## config.mk

```make
export PLATFORM = sky130hd
export DESIGN_NAME = simple_dma_master_flat
export DESIGN_NICKNAME = d
export VERILOG_FILES = /design/src/rtl/simple_dma_master_if.sv /design/src/rtl/simple_dma_master.sv /design/src/flat_wrapper.sv
export SDC_FILE = /design/constraint.sdc
export NUM_CORES = 1
export LEC_CHECK = 0
export CAP_MARGIN = 5
export CORE_MARGIN = 5
export CORE_UTILIZATION = 39
export CTS_CLUSTER_DIAMETER = 200
export DETAILED_ROUTE_END_ITERATION = 8
export GPL_ROUTABILITY_DRIVEN = 0
export PLACE_DENSITY = 0.73
export RECOVER_POWER = 50
export SLEW_MARGIN = 10
export SYNTH_ARGS = -nofsm -noshare
export SYNTH_HDL_FRONTEND = slang
export SYNTH_SLANG_ARGS = --single-unit
```

## constraint.sdc

```tcl
create_clock -name mclk -period 2.12 [get_ports mclk]
set_input_delay 0.424 -clock mclk [delete_from_list [all_inputs] [get_ports mclk]]
set_output_delay 0.424 -clock mclk [all_outputs]
set_load 0.05 [all_outputs]
```

## src/rtl/simple_dma_master_if.sv

```systemverilog
// -----------------------------------------------------------------------------
// simple_dma_master_if
// Bundles the peripheral register bus and the DMA master bus of
// simple_dma_master.
//   per_addr/per_din/per_en/per_we : peripheral access to the DMA registers
//   per_dout                        : register read data (0 when not selected)
//   dma_addr/dma_din/dma_en/dma_we  : DMA access request (word address)
//   dma_priority                    : DMA priority request
//   dma_dout/dma_ready/dma_resp     : DMA read data, accept and error response
//   irq_dma                         : interrupt request
// Modports: master = DMA block side, slave = system/memory side.
// -----------------------------------------------------------------------------
interface simple_dma_master_if;
    logic [13:0] per_addr;
    logic [15:0] per_din;
    logic        per_en;
    logic [1:0]  per_we;
    logic [15:0] per_dout;

    logic [14:0] dma_addr;
    logic [15:0] dma_din;
    logic        dma_en;
    logic [1:0]  dma_we;
    logic        dma_priority;
    logic [15:0] dma_dout;
    logic        dma_ready;
    logic        dma_resp;

    logic        irq_dma;

    modport master (
        input  per_addr, per_din, per_en, per_we,
        input  dma_dout, dma_ready, dma_resp,
        output per_dout,
        output dma_addr, dma_din, dma_en, dma_we, dma_priority,
        output irq_dma
    );

    modport slave (
        output per_addr, per_din, per_en, per_we,
        output dma_dout, dma_ready, dma_resp,
        input  per_dout,
        input  dma_addr, dma_din, dma_en, dma_we, dma_priority,
        input  irq_dma
    );
endinterface

```

## src/rtl/simple_dma_master.sv

```systemverilog
// -----------------------------------------------------------------------------
// simple_dma_master
// Memory-to-memory word copy engine with a 4-register peripheral interface:
// offset 0x0 SRC, 0x2 DST, 0x4 CNT, 0x6 CTRL
// (CTRL: [0]START [1]BUSY [2]DONE [3]ERR [4]IE [5]PRIO [6]ABORT).
// Each word is moved as RD (read request) -> CAP (capture data) -> WR.
// Ports:
//   mclk    : main clock, rising edge
//   puc_rst : asynchronous active-high reset
//   bus     : simple_dma_master_if.master (peripheral + DMA bus + irq)
// Optional feature: define DMA_IRQ_EN to implement CTRL.IE and drive irq_dma;
// otherwise IE reads 0 and irq_dma is tied 0.
// -----------------------------------------------------------------------------
module simple_dma_master #(
    parameter logic [14:0] BASE_ADDR = 15'h0110,
    parameter int unsigned DEC_WD    = 3
) (
    input  logic                       mclk,
    input  logic                       puc_rst,
    simple_dma_master_if.master        bus
);

    localparam int unsigned IDX_WD = DEC_WD - 1;
    localparam logic [IDX_WD-1:0] IDX_SRC  = IDX_WD'(0);
    localparam logic [IDX_WD-1:0] IDX_DST  = IDX_WD'(1);
    localparam logic [IDX_WD-1:0] IDX_CNT  = IDX_WD'(2);
    localparam logic [IDX_WD-1:0] IDX_CTRL = IDX_WD'(3);

    typedef enum logic [1:0] {
        S_IDLE,
        S_RD,
        S_CAP,
        S_WR
    } state_t;

    state_t      state_q, state_d;
    logic [15:0] src_q, dst_q, cnt_q, data_q;
    logic        done_q, err_q, prio_q, abort_q, ie_q;
    logic        busy;

    // ---------------- register decode ----------------
    // per_addr is a word address; per_addr[DEC_WD-2:0] selects the register.
    logic              reg_sel;
    logic [IDX_WD-1:0] reg_idx;
    logic              reg_wr, reg_rd;
    logic              wr_src, wr_dst, wr_cnt, wr_ctrl;
    logic              start_req, abort_req;

    assign reg_sel = bus.per_en && (bus.per_addr[13:DEC_WD-1] == BASE_ADDR[14:DEC_WD]);
    assign reg_idx = bus.per_addr[DEC_WD-2:0];
    assign reg_wr  = reg_sel && (bus.per_we != 2'b00);
    assign reg_rd  = reg_sel && (bus.per_we == 2'b00);

    assign wr_src  = reg_wr && (reg_idx == IDX_SRC);
    assign wr_dst  = reg_wr && (reg_idx == IDX_DST);
    assign wr_cnt  = reg_wr && (reg_idx == IDX_CNT);
    assign wr_ctrl = reg_wr && (reg_idx == IDX_CTRL);

    assign start_req = wr_ctrl && bus.per_din[0];
    assign abort_req = wr_ctrl && bus.per_din[6];

    assign busy = (state_q != S_IDLE);

    // ---------------- FSM ----------------
    logic set_done, set_err, advance, latch;

    always_ff @(posedge mclk or posedge puc_rst) begin
        if (puc_rst) state_q <= S_IDLE;
        else         state_q <= state_d;
    end

    always_comb begin
        state_d  = state_q;
        set_done = 1'b0;
        set_err  = 1'b0;
        advance  = 1'b0;
        latch    = 1'b0;
        case (state_q)
            S_IDLE: begin
                // START together with ABORT starts nothing
                if (start_req && !abort_req) begin
                    if (cnt_q != 16'd0) state_d  = S_RD;
                    else                set_done = 1'b1;
                end
            end
            S_RD: begin
                if (bus.dma_ready) begin
                    if (bus.dma_resp) begin
                        set_err = 1'b1;
                        state_d = S_IDLE;
                    end else if (abort_q) begin
                        state_d = S_IDLE;
                    end else begin
                        state_d = S_CAP;
                    end
                end
            end
            S_CAP: begin
                latch   = 1'b1;
                state_d = abort_q ? S_IDLE : S_WR;
            end
            S_WR: begin
                if (bus.dma_ready) begin
                    if (bus.dma_resp) begin
                        set_err = 1'b1;
                        state_d = S_IDLE;
                    end else begin
                        // address/count update happens even when aborting
                        advance = 1'b1;
                        if (abort_q) begin
                            state_d = S_IDLE;
                        end else if (cnt_q == 16'd1) begin
                            set_done = 1'b1;
                            state_d  = S_IDLE;
                        end else begin
                            state_d = S_RD;
                        end
                    end
                end
            end
            default: state_d = S_IDLE;
        endcase
    end

    // ---------------- registers ----------------
    always_ff @(posedge mclk or posedge puc_rst) begin
        if (puc_rst) begin
            src_q  <= '0;
            dst_q  <= '0;
            cnt_q  <= '0;
            data_q <= '0;
        end else begin
            if (wr_src && !busy)  src_q <= {bus.per_din[15:1], 1'b0};
            else if (advance)     src_q <= src_q + 16'd2;

            if (wr_dst && !busy)  dst_q <= {bus.per_din[15:1], 1'b0};
            else if (advance)     dst_q <= dst_q + 16'd2;

            if (wr_cnt && !busy)  cnt_q <= bus.per_din;
            else if (advance)     cnt_q <= cnt_q - 16'd1;

            if (latch)            data_q <= bus.dma_dout;
        end
    end

    // Hardware set of DONE/ERR takes priority over a software clear.
    always_ff @(posedge mclk or posedge puc_rst) begin
        if (puc_rst) begin
            done_q  <= 1'b0;
            err_q   <= 1'b0;
            prio_q  <= 1'b0;
            abort_q <= 1'b0;
        end else begin
            if (set_done)                          done_q <= 1'b1;
            else if (wr_ctrl && bus.per_din[2])    done_q <= 1'b0;

            if (set_err)                           err_q <= 1'b1;
            else if (wr_ctrl && bus.per_din[3])    err_q <= 1'b0;

            if (wr_ctrl)                           prio_q <= bus.per_din[5];

            // pending abort only exists while busy; dropped on any return to IDLE
            if (state_d == S_IDLE)                 abort_q <= 1'b0;
            else if (abort_req && busy)            abort_q <= 1'b1;
        end
    end

`ifdef DMA_IRQ_EN
    always_ff @(posedge mclk or posedge puc_rst) begin
        if (puc_rst)      ie_q <= 1'b0;
        else if (wr_ctrl) ie_q <= bus.per_din[4];
    end
    assign bus.irq_dma = ie_q & (done_q | err_q);
`else
    assign ie_q        = 1'b0;
    assign bus.irq_dma = 1'b0;
`endif

    // ---------------- read-back ----------------
    logic [15:0] rd_data;

    always_comb begin
        rd_data = '0;
        case (reg_idx)
            IDX_SRC:  rd_data = src_q;
            IDX_DST:  rd_data = dst_q;
            IDX_CNT:  rd_data = cnt_q;
            IDX_CTRL: rd_data = {9'd0, 1'b0, prio_q, ie_q, err_q, done_q, busy, 1'b0};
            default:  rd_data = '0;
        endcase
    end

    assign bus.per_dout = reg_rd ? rd_data : '0;

    // ---------------- DMA bus ----------------
    always_comb begin
        bus.dma_en   = 1'b0;
        bus.dma_we   = 2'b00;
        bus.dma_addr = '0;
        bus.dma_din  = '0;
        case (state_q)
            S_RD: begin
                bus.dma_en   = 1'b1;
                bus.dma_addr = src_q[15:1];
            end
            S_WR: begin
                bus.dma_en   = 1'b1;
                bus.dma_we   = 2'b11;
                bus.dma_addr = dst_q[15:1];
                bus.dma_din  = data_q;
            end
            default: ;
        endcase
    end

    assign bus.dma_priority = prio_q;

endmodule

```

## src/flat_wrapper.sv

```systemverilog
// flat-port wrapper written by rule: the top's interface ports become plain ports
module simple_dma_master_flat 
#(
    parameter logic [14:0] BASE_ADDR = 15'h0110,
    parameter int unsigned DEC_WD    = 3
)
  (mclk, puc_rst, bus_per_addr, bus_per_din, bus_per_en, bus_per_we, bus_dma_dout, bus_dma_ready, bus_dma_resp, bus_per_dout, bus_dma_addr, bus_dma_din, bus_dma_en, bus_dma_we, bus_dma_priority, bus_irq_dma);
  simple_dma_master_if bus_i ();
  input  logic mclk;
  input  logic puc_rst;
  input wire logic [$bits(bus_i.per_addr)-1:0] bus_per_addr;
  input wire logic [$bits(bus_i.per_din)-1:0] bus_per_din;
  input wire logic [$bits(bus_i.per_en)-1:0] bus_per_en;
  input wire logic [$bits(bus_i.per_we)-1:0] bus_per_we;
  input wire logic [$bits(bus_i.dma_dout)-1:0] bus_dma_dout;
  input wire logic [$bits(bus_i.dma_ready)-1:0] bus_dma_ready;
  input wire logic [$bits(bus_i.dma_resp)-1:0] bus_dma_resp;
  output wire logic [$bits(bus_i.per_dout)-1:0] bus_per_dout;
  output wire logic [$bits(bus_i.dma_addr)-1:0] bus_dma_addr;
  output wire logic [$bits(bus_i.dma_din)-1:0] bus_dma_din;
  output wire logic [$bits(bus_i.dma_en)-1:0] bus_dma_en;
  output wire logic [$bits(bus_i.dma_we)-1:0] bus_dma_we;
  output wire logic [$bits(bus_i.dma_priority)-1:0] bus_dma_priority;
  output wire logic [$bits(bus_i.irq_dma)-1:0] bus_irq_dma;
  assign bus_i.per_addr = bus_per_addr;
  assign bus_i.per_din = bus_per_din;
  assign bus_i.per_en = bus_per_en;
  assign bus_i.per_we = bus_per_we;
  assign bus_i.dma_dout = bus_dma_dout;
  assign bus_i.dma_ready = bus_dma_ready;
  assign bus_i.dma_resp = bus_dma_resp;
  assign bus_per_dout = bus_i.per_dout;
  assign bus_dma_addr = bus_i.dma_addr;
  assign bus_dma_din = bus_i.dma_din;
  assign bus_dma_en = bus_i.dma_en;
  assign bus_dma_we = bus_i.dma_we;
  assign bus_dma_priority = bus_i.dma_priority;
  assign bus_irq_dma = bus_i.irq_dma;
  simple_dma_master #(.BASE_ADDR(BASE_ADDR), .DEC_WD(DEC_WD)) u_core (.mclk(mclk), .puc_rst(puc_rst), .bus(bus_i));
endmodule
```

==> results_dict.tcl, run 1 <==
set metrics [dict create \
    status "complete, but fails checks" \
    violations "negative setup slack" \
    firstDrtPassIters 5 \
    synthXorXnorAreaFrac 0.0886 \
    antenna_found_initial 0 \
    synth_top_family_by_area "simple AND/OR/NAND/NOR gates" \
    grt_max_degree 69 \
    layout-drive-gt1-share 0.388 \
    wl_um 15700 \
    grtUsageTotal 0.229 \
    ys_warn_count 0 \
    portBuffers 103 \
    remaining_drc_errors 0 \
    worstSetupStartpointType "input pin" \
    cts_root_buffer "clkbuf_8" \
    grt-ovfl-total 0 \
    core_area_um2 10700 \
    tns_ps -3240 \
    grt_pass1_vias 4472 \
    holdBufCountCts 0 \
    cts_buffer_depth 2 \
    synth_compound_area_frac 0.130 \
    fin_crit_sh 1.09 \
    cts_max_level 3 \
    finalInstanceArea_um2 7260 \
    hpwl_um 10600 \
    path_class "in2out" \
    syn_area_per_cell_um2 9.08 \
    synth_edf_count 0 \
    top_layer "met4" \
    rsz0062_at_grt "true" \
    worst_slew_pin_slew_ps 943 \
    ys_seq_area_frac 0.400 \
    worstPathArrival_ps 1890 \
    max_slew_margin 0.371 \
    cap_violations 0 \
    final_nets 694 \
    wl_met2_um 8150 \
    placementRows 38 \
    powerDensity_nw_per_um2 636 \
    min_path_type "reg2reg" \
    yosys.area_share.simple 0.219 \
    m1WireLength_um 5900 \
    cts.clk_slew.worst_paths_ps 80 \
    setup_ws_ps -198 \
    fmax_mhz 431 \
    final_common_cell "dfrtp_1" \
    clkLatencyLatePin_ps 350 \
    syn_nets 530 \
    synth_mux_area_frac 0.0980 \
    fin_crit_ps 2320 \
    num_antenna_cells 0 \
    synthAdderAreaFrac 0.0265 \
    mostFrequentLayoutCells "dfrtp_1 (67), buf_4 (59), buf_12 (56)" \
    cts_tree "done" \
    io_pins 105 \
    start_util 0.396 \
    postSynthCellCount 468 \
    synth-seq-cells 68 \
    setup_viol 31 \
    dp.cells 739 \
    avgRoutedWirePerCell_um 20.3 \
    finalHoldViolations 0 \
    die_w_um 114 \
    cts_buffers 9 \
    skew_ps 10.7 \
    drv_slew 0 \
    grt_pass1_wl_um 23600 \
    cp_max_fo 3 \
    ys_types 52 \
    ant_nets 0 \
    peakVddDrop_uv 400 \
    async_flop_share 1.00 \
    wl_met3_um 1080 \
    netlist_area_um2 4250 \
    fin_hold_ws_ps 503 \
    synthFlopType "dfrtp_1" \
    die_area_um2 13100 \
    via_per_inst 5.71 \
    finalNonFillerCells 776 \
    syn2layout_area_growth_pct 70.8 \
    dpl_cell_area_um2 6480 \
    cts_sinks 68 \
    required_ps 1700 \
    fillers 762 \
    die_h_um 114 \
    routed-via-count 4429 \
    drtIter0Drc 473 \
    preCtsSetupSlack_ps -742 \
    p_leak_nw 3.06 \
    endpoint_kind "primary output" \
]
## worst max-delay path, stage by stage
cell     delay [ps]
buf_2           120
nor4b_4         270
nand4_1         170
or3_4           400
nor4_4          340
buf_12          180
## cells in the mapped netlist, types with 2 or more instances
cell type	number	share of area
a211oi_1	2	0.0035
a21oi_1	29	0.034
a22o_1	15	0.031
a31oi_1	2	0.0029
and2_1	17	0.025
and3_1	4	0.0059
and3b_1	2	0.0041
and4_1	2	0.0041
buf_1	4	0.0035
buf_4	2	0.0035
clkbuf_1	22	0.019
dfrtp_1	68	0.40
ha_1	9	0.026
inv_1	10	0.0088
mux2_2	18	0.048
mux2i_1	12	0.028
mux4_2	3	0.016
nand2_1	45	0.040
nand3_1	7	0.0082
nand4_1	15	0.022
nand4b_1	2	0.0041
nor2_1	51	0.045
nor2b_1	6	0.0088
nor3_1	10	0.012
nor3b_1	2	0.0035
nor4_1	7	0.010
nor4b_1	3	0.0062
o21ai_0	31	0.037
o21bai_1	2	0.0035
or3_1	2	0.0029
or3_2	2	0.0035
xnor2_1	20	0.041
xor2_1	23	0.047
## path summary, 6_finish.rpt
| check | slack, ps | startpoint | to | cells past startpoint |
|---|---|---|---|---|
| max | -200 | bus_per_addr[5] | bus_per_dout[0] | 6 |
| max reg2reg | 0 | u_core.state_q[0] | u_core.cnt_q[7] | 7 |
| min in group asynchronous | 860 | puc_rst | u_core.src_q[10] | 3 |
| min reg2reg | 500 | u_core.data_q[15] | u_core.data_q[15] | 1 |
| max in group asynchronous | 590 | puc_rst | u_core.state_q[1] | 3 |
| min | 500 | u_core.data_q[15] | u_core.data_q[15] | 1 |
## registers in the layout (all words and copies together), names as in the netlist
name and count:
u_core.cnt_q 16, u_core.bus.dma_priority 1, u_core.abort_q 1, u_core.state_q 2, u_core.dst_q 15, u_core.err_q 1, u_core.src_q 15, u_core.data_q 16
u_core.done_q 1
## cell type report
class / count / area, um^2 / area share
multi-input cells: 361 / 2870 / 0.395
repair buffers: 182 / 2280 / 0.314
flip-flops and latches: 68 / 1700 / 0.235
well taps: 140 / 175 / 0.0241
clock buffers: 9 / 124 / 0.0171
clock inverters: 6 / 65.1 / 0.00896
inverters: 10 / 43.8 / 0.00603
## cell families after synthesis
kind of cell / Yosys count
AO/OA/AOI/OAI: 90
XOR/XNOR: 43
adder cells (fa/ha/maj): 9
buffers and inverters: 39
flip-flops: 68
multiplexers: 34
other: 1
AND/OR/NAND/NOR: 184
## repair_timing
item                       4_1_cts  5_1_grt
resized for setup               80       45
gates cloned                     3        3
setup endpoints to repair       33       54
setup buffers                   12        7
pin swaps                       16       16
## per-stage QoR
step	total power, W	util
final	0.00461	0.675
after global routing	0.00485	0.675
after CTS	0.00440	0.646
after floorplan	0.00266	-
after detailed placement	0.00325	0.603
after global placement	0.00318	0.603
## layer usage
layer  track usage  up-vias
met5             0        -
li1              -     1973
met3        0.0396       47
met1         0.288     2194
met2         0.391      215
met4        0.0918        0
## power by group
| group | internal (W) | total (W) | switching (W) |
|---|---|---|---|
| clock | 0.000538 | 0.00107 | 0.000527 |
| combinational | 0.000865 | 0.00168 | 0.000816 |
| sequential | 0.00158 | 0.00187 | 0.000283 |
| total | 0.00299 | 0.00461 | 0.00163 |
No activity file was read; power rests on OpenSTA's default activity.
==> run 2, diff against run 1 <==
==> constraint.sdc (replaced) <==
create_clock -name mclk -period 2.12 [get_ports mclk]
set_input_delay 0.424 -clock mclk [delete_from_list [all_inputs] [get_ports mclk]]
set_output_delay 0.424 -clock mclk [all_outputs]
set_load 0.005 [all_outputs]
==> run 2 against run 1 <==
The flow still finishes with violations (negative setup slack). Combinational power fell by 4%. Sequential power fell by 5%. Highest routed layer unchanged. Die area did not move. Clock skew fell by 5.9 ps. Sequential share of layout area rose by 2.6 points. Hold slack got worse by 1.8 ps. Global-route usage fell by 0.90 points. Register-to-register slack barely moved.
==> results_dict.tcl, run 2 (synthesis results as in run 1) <==
set metrics [dict create \
    status "complete, but fails checks" \
    violations "negative setup slack" \
    cts_sinks 68 \
    finalHoldViolations 0 \
    setup_viol 17 \
    die_w_um 114 \
    worstHoldStart "u_core.err_q" \
    cts_root_buffer "clkbuf_8" \
    via_per_inst 5.54 \
    die_h_um 114 \
    rsz0062_at_grt "true" \
    die_area_um2 13100 \
    worstPathArrival_ps 1970 \
    clkLatencyLatePin_ps 350 \
    final_common_cell "dfrtp_1" \
    fmax_mhz 417 \
    dpl_cell_area_um2 5940 \
    cp_max_fo 4 \
    required_ps 1700 \
    p_leak_nw 2.90 \
    powerDensity_nw_per_um2 689 \
    peakVddDrop_uv 327 \
    cap_violations 0 \
    fin_util 0.609 \
    min_path_type "reg2reg" \
    cp-startpoint "bus_per_addr[8]" \
    holdBufCountCts 0 \
    ant_nets 0 \
    fin_crit_sh 1.13 \
    final_nets 711 \
    wl_um 14500 \
    cts_max_level 3 \
    r2r-start "u_core.cnt_q[11]" \
    skew_ps 4.89 \
    start_util 0.396 \
    antenna_found_initial 0 \
    worst_slew_pin_slew_ps 938 \
    grt_pass1_wl_um 22500 \
    grt_max_degree 69 \
    max_slew_margin 0.375 \
    hpwl_um 10400 \
    worstSetupStartpointType "input pin" \
    placementRows 38 \
    preCtsSetupSlack_ps -1020 \
    finalInstanceArea_um2 6540 \
    endpoint_kind "primary output" \
    reg2reg_slack_ps -10 \
    syn2layout_area_growth_pct 53.8 \
    avgRoutedWirePerCell_um 18.3 \
    cts_buffers 9 \
    drtIter0Drc 360 \
    p_total_w 0.00450 \
    core_area_um2 10700 \
    cts_tree "done" \
    path_class "in2out" \
    fin_hold_ws_ps 501 \
    firstDrtPassIters 5 \
    layout-drive-gt1-share 0.329 \
    largest_registers "u_core.cnt_q (16), u_core.data_q (16)" \
    num_antenna_cells 0 \
    setup_ws_ps -276 \
    cts.clk_slew.worst_paths_ps 70 \
    grt-ovfl-total 0 \
    remaining_drc_errors 0 \
    grtUsageTotal 0.220 \
    routed-via-count 4390 \
    cts_buffer_depth 2 \
    portBuffers 103 \
    io_pins 105 \
    mostFrequentLayoutCells "dfrtp_1 (68), buf_4 (63), nand2_1 (43)" \
    drv_slew 0 \
    grt_pass1_vias 4380 \
    fin_crit_ps 2400 \
]
[run 2: path summary, 6_finish.rpt]
kind | endpoint | cells past startpoint
max | bus_per_dout[1] | 9
min | u_core.err_q | 1
max reg2reg | u_core.abort_q | 5
min reg2reg | u_core.err_q | 1
max in group asynchronous | u_core.cnt_q[8] | 3
min in group asynchronous | u_core.data_q[0] | 3
[run 2: through the flow]
| step | setup TNS (ps) | cells |
|---|---|---|
| 2_1_floorplan | 0 | 468 |
| 3_3_place_gp | -19900 | 751 |
| 3_5_place_dp | -23900 | 751 |
| 4_1_cts | -4920 | 784 |
| 5_1_grt | -5670 | 793 |
| 6_report | -3840 | 793 |
[run 2: timing repair]
action                                  CTS  global route
pin swaps                                26            21
gates cloned                              4             1
endpoints found under the setup margin   53            70
resized for setup                       229            60
setup buffers                            19            11
[run 2: metal layers]
layer / GRT usage / share of wire
met1: 0.286 / 0.41
met2: 0.364 / 0.49
met3: 0.0412 / 0.078
met4: 0.0871 / 0.023
met5: 0 / 0
[run 2: layout make-up]
type / count / area (um^2)
sequential: 68 / 1700
clock inverter: 1 / 30.0
clock buffer: 14 / 173
multi-input combinational: 361 / 2640
inverter: 10 / 41.3
tap: 140 / 175
fill: 902 / 4210
timing repair buffer: 199 / 1770
[run 2: worst max-delay path: stages]
cell and delay (ps):
buf_6 100, nor4b_4 290, nand4_1 160, buf_4 160, or3_4 340, buf_8 150, buf_6 120, nor2b_1 100
buf_2 120
[run 2: where the power goes]
part | switching [W] | internal, W | total (W) | leakage, nW
logic | 0.000747 | 0.000861 | 0.00161 | 1.92
registers | 0.000197 | 0.00158 | 0.00178 | 0.880
clock network | 0.000480 | 0.000635 | 0.00111 | 0.103
total | 0.00142 | 0.00308 | 0.00450 | 2.90
